===== src/rtl/pause_pkg.sv =====
// Shared definitions for the pause/dim controller.
//   - Dim-timer state encoding (IDLE / COUNT / DIM).
//   - Bit positions inside the 2-bit `options` vector.
package pause_pkg;

  typedef logic [1:0] dim_state_t;

  localparam dim_state_t ST_IDLE  = 2'd0;  // not counting, counters held at 0
  localparam dim_state_t ST_COUNT = 2'd1;  // paused and dim enabled, counting seconds
  localparam dim_state_t ST_DIM   = 2'd2;  // delay elapsed, video dimmed

  localparam int OPT_OSD = 0;  // pause while OSD is open
  localparam int OPT_DIM = 1;  // dim the picture after a long pause

endpackage


===== src/rtl/pause_dimmer.sv =====
// Registered video pass-through with optional per-channel dimming.
// Each colour channel is shifted right independently, so no bits leak
// from one channel into the next, and the vacated MSBs are zero-filled.
//   clk_sys : system clock
//   reset_n : asynchronous active-low reset, clears the output register
//   i_dim   : apply the dimming shift this cycle
//   i_rgb   : {R,G,B} from the core
//   o_rgb   : {R,G,B} to the video path, one cycle later
module pause_dimmer #(
  parameter int RW        = 2,
  parameter int GW        = 2,
  parameter int BW        = 2,
  parameter int DIM_SHIFT = 1
) (
  input  logic                clk_sys,
  input  logic                reset_n,
  input  logic                i_dim,
  input  logic [RW+GW+BW-1:0] i_rgb,
  output logic [RW+GW+BW-1:0] o_rgb
);

  localparam int W = RW + GW + BW;

  logic [RW-1:0] w_r;
  logic [GW-1:0] w_g;
  logic [BW-1:0] w_b;
  logic [W-1:0]  w_dimmed;
  logic [W-1:0]  r_rgb;

  assign w_r = i_rgb[W-1 -: RW];
  assign w_g = i_rgb[BW +: GW];
  assign w_b = i_rgb[0 +: BW];

  // Each shift is self-determined at its channel width, which gives the
  // zero-filled MSBs without any cross-channel carry.
  assign w_dimmed = {w_r >> DIM_SHIFT, w_g >> DIM_SHIFT, w_b >> DIM_SHIFT};

  // NOTE: registered state is always assigned with <= so every flop samples
  // the pre-edge values of the others, independent of statement order.
  always_ff @(posedge clk_sys or negedge reset_n) begin
    if (!reset_n) begin
      r_rgb <= '0;
    end else begin
      r_rgb <= i_dim ? w_dimmed : i_rgb;
    end
  end

  assign o_rgb = r_rgb;

endmodule


===== src/rtl/pause_ctrl.sv =====
// Pause and screen-dim controller for arcade cores.
// Merges the user pause toggle, the OSD and NREQ system requests into one
// registered CPU halt, then dims the picture after DIM_SEC paused seconds.
//   clk_sys       : system clock
//   reset_n       : asynchronous active-low reset
//   user_button   : pause button level (already in clk_sys domain)
//   pause_request : NREQ active-high system pause requests
//   OSD_STATUS    : OSD open level
//   options       : [0] pause while OSD open, [1] dim enable
//   rgb_in        : {R,G,B} from the core
//   rgb_out       : {R,G,B} to video, possibly dimmed
//   pause_cpu     : halt the core
//   dim_active    : video currently dimmed
//   user_paused   : user toggle latch state
module pause_ctrl
  import pause_pkg::*;
#(
  parameter int RW          = 2,
  parameter int GW          = 2,
  parameter int BW          = 2,
  parameter int CLKSPD      = 11,
  parameter int TICK_CYCLES = CLKSPD * 1000000,
  parameter int NREQ        = 1,
  parameter int DIM_SEC     = 10,
  parameter int DIM_SHIFT   = 1
) (
  input  logic                clk_sys,
  input  logic                reset_n,
  input  logic                user_button,
  input  logic [NREQ-1:0]     pause_request,
  input  logic                OSD_STATUS,
  input  logic [1:0]          options,
  input  logic [RW+GW+BW-1:0] rgb_in,
  output logic [RW+GW+BW-1:0] rgb_out,
  output logic                pause_cpu,
  output logic                dim_active,
  output logic                user_paused
);

  // A one-cycle tick period would give a zero-width prescaler; keep one bit.
  localparam int             PW         = (TICK_CYCLES > 1) ? $clog2(TICK_CYCLES) : 1;
  localparam logic [PW-1:0]  PRESC_LAST = PW'(TICK_CYCLES - 1);
  localparam logic [7:0]     SEC_LAST   = 8'(DIM_SEC - 1);

  logic          r_btn_sync;
  logic          r_btn_prev;
  logic          r_user_paused;
  logic          r_pause;
  logic          r_dim;
  dim_state_t    r_state;
  logic [PW-1:0] r_presc;
  logic [7:0]    r_sec;

  logic          w_btn_rise;
  logic          w_pause_next;
  logic          w_dim_en;

  assign w_btn_rise   = r_btn_sync & ~r_btn_prev;
  assign w_pause_next = r_user_paused | (|pause_request)
                      | (options[OPT_OSD] & OSD_STATUS);
  assign w_dim_en     = options[OPT_DIM];

  // Button sampling, toggle latch and merged halt. History resets to 0 so a
  // button held through reset counts as one press on the first sample.
  always_ff @(posedge clk_sys or negedge reset_n) begin
    if (!reset_n) begin
      r_btn_sync    <= 1'b0;
      r_btn_prev    <= 1'b0;
      r_user_paused <= 1'b0;
      r_pause       <= 1'b0;
    end else begin
      r_btn_sync    <= user_button;
      r_btn_prev    <= r_btn_sync;
      r_user_paused <= r_user_paused ^ w_btn_rise;
      r_pause       <= w_pause_next;
    end
  end

  // Dim timer. Leaving COUNT or DIM always clears the counters and drops
  // dim_active on the same edge, so a re-pause starts a full delay again.
  always_ff @(posedge clk_sys or negedge reset_n) begin
    if (!reset_n) begin
      r_state <= ST_IDLE;
      r_presc <= '0;
      r_sec   <= '0;
      r_dim   <= 1'b0;
    end else begin
      case (r_state)
        ST_IDLE: begin
          r_presc <= '0;
          r_sec   <= '0;
          r_dim   <= 1'b0;
          if (r_pause && w_dim_en) r_state <= ST_COUNT;
        end
        ST_COUNT: begin
          if (!r_pause || !w_dim_en) begin
            r_state <= ST_IDLE;
            r_presc <= '0;
            r_sec   <= '0;
            r_dim   <= 1'b0;
          end else if (r_presc == PRESC_LAST) begin
            r_presc <= '0;
            r_sec   <= r_sec + 8'd1;
            // Last second completing: the counter lands on DIM_SEC and
            // stays there while frozen in DIM.
            if (r_sec == SEC_LAST) begin
              r_state <= ST_DIM;
              r_dim   <= 1'b1;
            end
          end else begin
            r_presc <= r_presc + 1'b1;
          end
        end
        ST_DIM: begin
          if (!r_pause || !w_dim_en) begin
            r_state <= ST_IDLE;
            r_presc <= '0;
            r_sec   <= '0;
            r_dim   <= 1'b0;
          end
        end
        default: begin
          r_state <= ST_IDLE;
          r_presc <= '0;
          r_sec   <= '0;
          r_dim   <= 1'b0;
        end
      endcase
    end
  end

  pause_dimmer #(
    .RW        (RW),
    .GW        (GW),
    .BW        (BW),
    .DIM_SHIFT (DIM_SHIFT)
  ) u_dimmer (
    .clk_sys (clk_sys),
    .reset_n (reset_n),
    .i_dim   (r_dim),
    .i_rgb   (rgb_in),
    .o_rgb   (rgb_out)
  );

  assign pause_cpu   = r_pause;
  assign dim_active  = r_dim;
  assign user_paused = r_user_paused;

endmodule


===== config.mk =====
export PLATFORM = sky130hd
export DESIGN_NAME = pause_ctrl
export DESIGN_NICKNAME = d
export VERILOG_FILES = /design/src/rtl/pause_pkg.sv /design/src/rtl/pause_dimmer.sv /design/src/rtl/pause_ctrl.sv
export SDC_FILE = /design/constraint.sdc
export NUM_CORES = 1
export LEC_CHECK = 0
export ABC_CLOCK_PERIOD_IN_PS = 2040
export CORE_MARGIN = 2
export CORE_UTILIZATION = 50
export CTS_CLUSTER_SIZE = 14
export DETAILED_ROUTE_END_ITERATION = 6
export HOLD_SLACK_MARGIN = 0.05
export PLACE_DENSITY_LB_ADDON = 0.2
export SYNTH_ARGS = -nofsm -noshare
export SYNTH_HDL_FRONTEND = slang
export SYNTH_SLANG_ARGS = --single-unit
export TNS_END_PERCENT = 1

===== constraint.sdc =====
create_clock -name clk_sys -period 2.04 [get_ports clk_sys]
set_input_delay 0.204 -clock clk_sys [delete_from_list [all_inputs] [get_ports clk_sys]]
set_output_delay 0.204 -clock clk_sys [all_outputs]
set_load 0.03 [all_outputs]

==> impl_metrics.yaml <==
timing:
  drv_slew: 0
  setup_ws_ns: -0.0874
  clock-skew-final_ns: 0.00620
  relSlewSlack_pct: 62.6
  min_period_ns: 2.13
  rsz0062_at_grt: "yes"
  final-setup-viol-count: 20
  fmax_mhz: 470
  finalCritPeriodShare_pct: 104
  hold_violations: 0
  tightestPinTransition_ns: 0.560
cells_and_area:
  drive_gt1_share_pct: 23.1
  area.growth.synth_to_final_pct: 34.1
  nNetsFinal: 305
  fin_cells: 342
  final_cell_mix: "45 x dfrtp_1, 33 x buf_4, 30 x nand2_1, 20 x clkdlybuf4s50_1, 17 x nand3_1"
  diodes: 0
  layout_commonest_cell: "dfrtp_1"
global_routing:
  gr-usage-met1_pct: 30.3
  grt_pass1_vias: 1892
  grt_start_max_net_pins: 46
  overflow: 0
  grt_pass1_wl_mm: 8.86
  grt-busiest-layer: "met2"
  grtUsageTotal_pct: 22.5
  antenna_found_initial: 0
  globalRouteMet3Util_pct: 5.27
  met2_usage_pct: 35.8
critical_path:
  path_cells: "or4_1, or4_4, buf_6, a21oi_4, buf_4, buf_16, nor2_1"
  crit_required_ns: 2.24
  slowest_stage: "or4_1"
  crit_arrival_ns: 2.33
  reg2regPathDepth: 7
  crit_start: "r_presc[20]$_DFFE_PN0P_"
  cp-endpoint: "r_presc[16]$_DFFE_PN0P_"
  rr_endpoint: "r_presc[16]$_DFFE_PN0P_"
  crit_fanout: 6
  slowest_delay_ns: 0.52
  critPathLaunchType: "register"
  r2r_start: "r_presc[20]$_DFFE_PN0P_"
  setup.worst_path.end_class: "register"
  criticalPathCategory: "reg -> reg"
  r2r_slack_ns: -0.09
place:
  dp.cells: 325
  pre_cts_ws_ns: -0.0930
  gp_congestion: 0.849
  io_buffers: 21
  hpwl_mm: 3.43
logic_synthesis:
  synth-simple-area-share_pct: 28.2
  synth_compound_area_share_pct: 8.95
  synth_edf_count: 0
  syn_avg_cell_area_um2: 9.70
  ys_seq_elements: 45
  async_flop_share_pct: 100
  syn_inst: 232
  synth_cell_types: 44
  synthTopCellsByArea: "dfrtp_1 50%, nand2_1 5.0%, xor2_1 4.7%"
  synthAdderAreaFrac_pct: 1.67
  netlist_area_um2: 2250
  synthFlopType: "dfrtp_1"
  synth.largest_area_cell: "dfrtp_1"
  netlist.area_leader.share_pct: 50.1
  ys_seq_area_share_pct: 50.1
  yosysWarnings: 0
  synth_top_family_by_area: "simple AND/OR/NAND/NOR gates"
  muxShareOfSynthArea_pct: 2.39
  syn-num-nets: 248
  synthXorXnorAreaFrac_pct: 5.45
run_status:
  status: "complete, but fails checks"
  violations: "negative setup slack"
floorplanning:
  io_pins: 22
  die_x_um: 71.1
  fp.dieH_um: 71.1
  dieArea_um2: 5050
  start_util_pct: 51.7
  num_rows: 24
  coreArea_um2: 4350
routing:
  vias: 1958
  post_drt_wl_per_cell_um: 15.7
  first_pass_iters: 4
  drt-total-wl_mm: 5.36
  dr.first_iter.drc_count: 235
  vias_per_cell: 5.73
  drc: 0
  ant_nets: 0
power:
  p_per_area_nw_per_um2: 602
  p_leak_nw: 1.29
  ir_worst_vdd_mv: 0.489
hold_path:
  hold_start: "user_button"
  min_path_type: "in -> reg"
cts:
  cts_tree: "yes"
  cts.sinks: 45
  cts_max_path_buffers: 2
  cts_buffers: 5
  clock_latency_ns: 0.30
  clk_pin_slew_worst_paths_ns: 0.09
  cts_max_level: 2
  cts-root-buf: "clkbuf_8"
job:
  cap_violations: 0
-- report_power, final --
group / internal [mW] / leakage, nW / switching (mW)
clock network: 0.275 / 0.0512 / 0.311
registers: 0.920 / 0.601 / 0.0249
logic: 0.141 / 0.636 / 0.144
-- cell families (layout without fill, tap and decap cells) --
kind of cell,after synthesis,count (layout)
adders and majority gates,3,3
DFF,45,45
and+or+nand+nor,119,119
AOI/OAI and AO/OA,28,28
muxes,5,5
xor gates and xnor gates,14,14
buffers and inverters,18,76
-- through the flow --
stage	TNS (ns)	hold slack, ns	utilization [%]	cell area [um2]	total power [mW]
floorplan	-1.10	-0.0916	-	2300	1.07
global placement	-0.723	0.203	63.9	2780	1.21
detailed placement	-1.40	0.205	63.9	2780	1.22
CTS	-1.23	0.331	68.8	3000	1.83
global route	-2.67	0.328	69.3	3020	1.88
finish	-1.18	0.335	69.3	3020	1.82
-- worst min path at each step --
stage / end / slack, ns / depth (start not counted)
3_3_place_gp: r_sec[6]$_DFFE_PN0P_ / 0.20 / 2
5_1_grt: r_btn_sync$_DFF_PN0_ / 0.33 / 1
3_5_place_dp: r_sec[6]$_DFFE_PN0P_ / 0.20 / 2
4_1_cts: r_btn_sync$_DFF_PN0_ / 0.33 / 1
2_1_floorplan: dim_active$_DFFE_PN0P_ / -0.09 / 0
6_report: r_btn_sync$_DFF_PN0_ / 0.34 / 1
-- cell usage after synthesis (all sizes together) (4+ instances only) --
| master | n |
|---|---|
| buf | 6 |
| nor2 | 17 |
| nand3 | 18 |
| and3 | 4 |
| dfrtp | 45 |
| o21ai | 6 |
| or4 | 9 |
| inv | 5 |
| nor2b | 5 |
| or3 | 4 |
| clkbuf | 7 |
| o211ai | 7 |
| nand2 | 30 |
| nand4 | 15 |
| nor3 | 5 |
| xor2 | 12 |
-- state kept, by name (all words and copies together) (netlist names) --
register / flops
user_paused: 1
r_state: 2
pause_cpu: 1
r_btn_sync: 1
r_btn_prev: 1
r_sec: 8
u_dimmer.o_rgb: 6
r_presc: 24
dim_active: 1
-- layout make-up --
class / instances / area [um2]
Fill cell: 324 / 1340
Timing Repair Buffer: 63 / 596
Clock buffer: 6 / 82.6
Sequential cell: 45 / 1130
Multi-Input combinational cell: 169 / 1110
Clock inverter: 2 / 13.8
Inverter: 5 / 18.8
Tap cell: 52 / 65.1
-- routing by layer --
metal / routed length, um / vias up
li1: - / 955
met1: 2360 / 945
met2: 2700 / 48
met3: 239 / 10
met4: 66 / 0
met5: 0 / -
-- worst max-delay path: cells and delay by family, from the launching register on --
family                 cells  cell delay (ns)
buffers and inverters      3             0.42
AOI/OAI and AO/OA          1             0.13
and+or+nand+nor            3             1.07
DFF                        1             0.40
-- timing repair --
action,in CTS,in global routing
resized for setup,10,6
hold endpoints to repair,45,0
pin swaps,11,3
buffers inserted,7,0
cloned,1,0
hold buffers,1,0
endpoints found under the setup margin,23,32
Power figures use the tool's default switching activity.
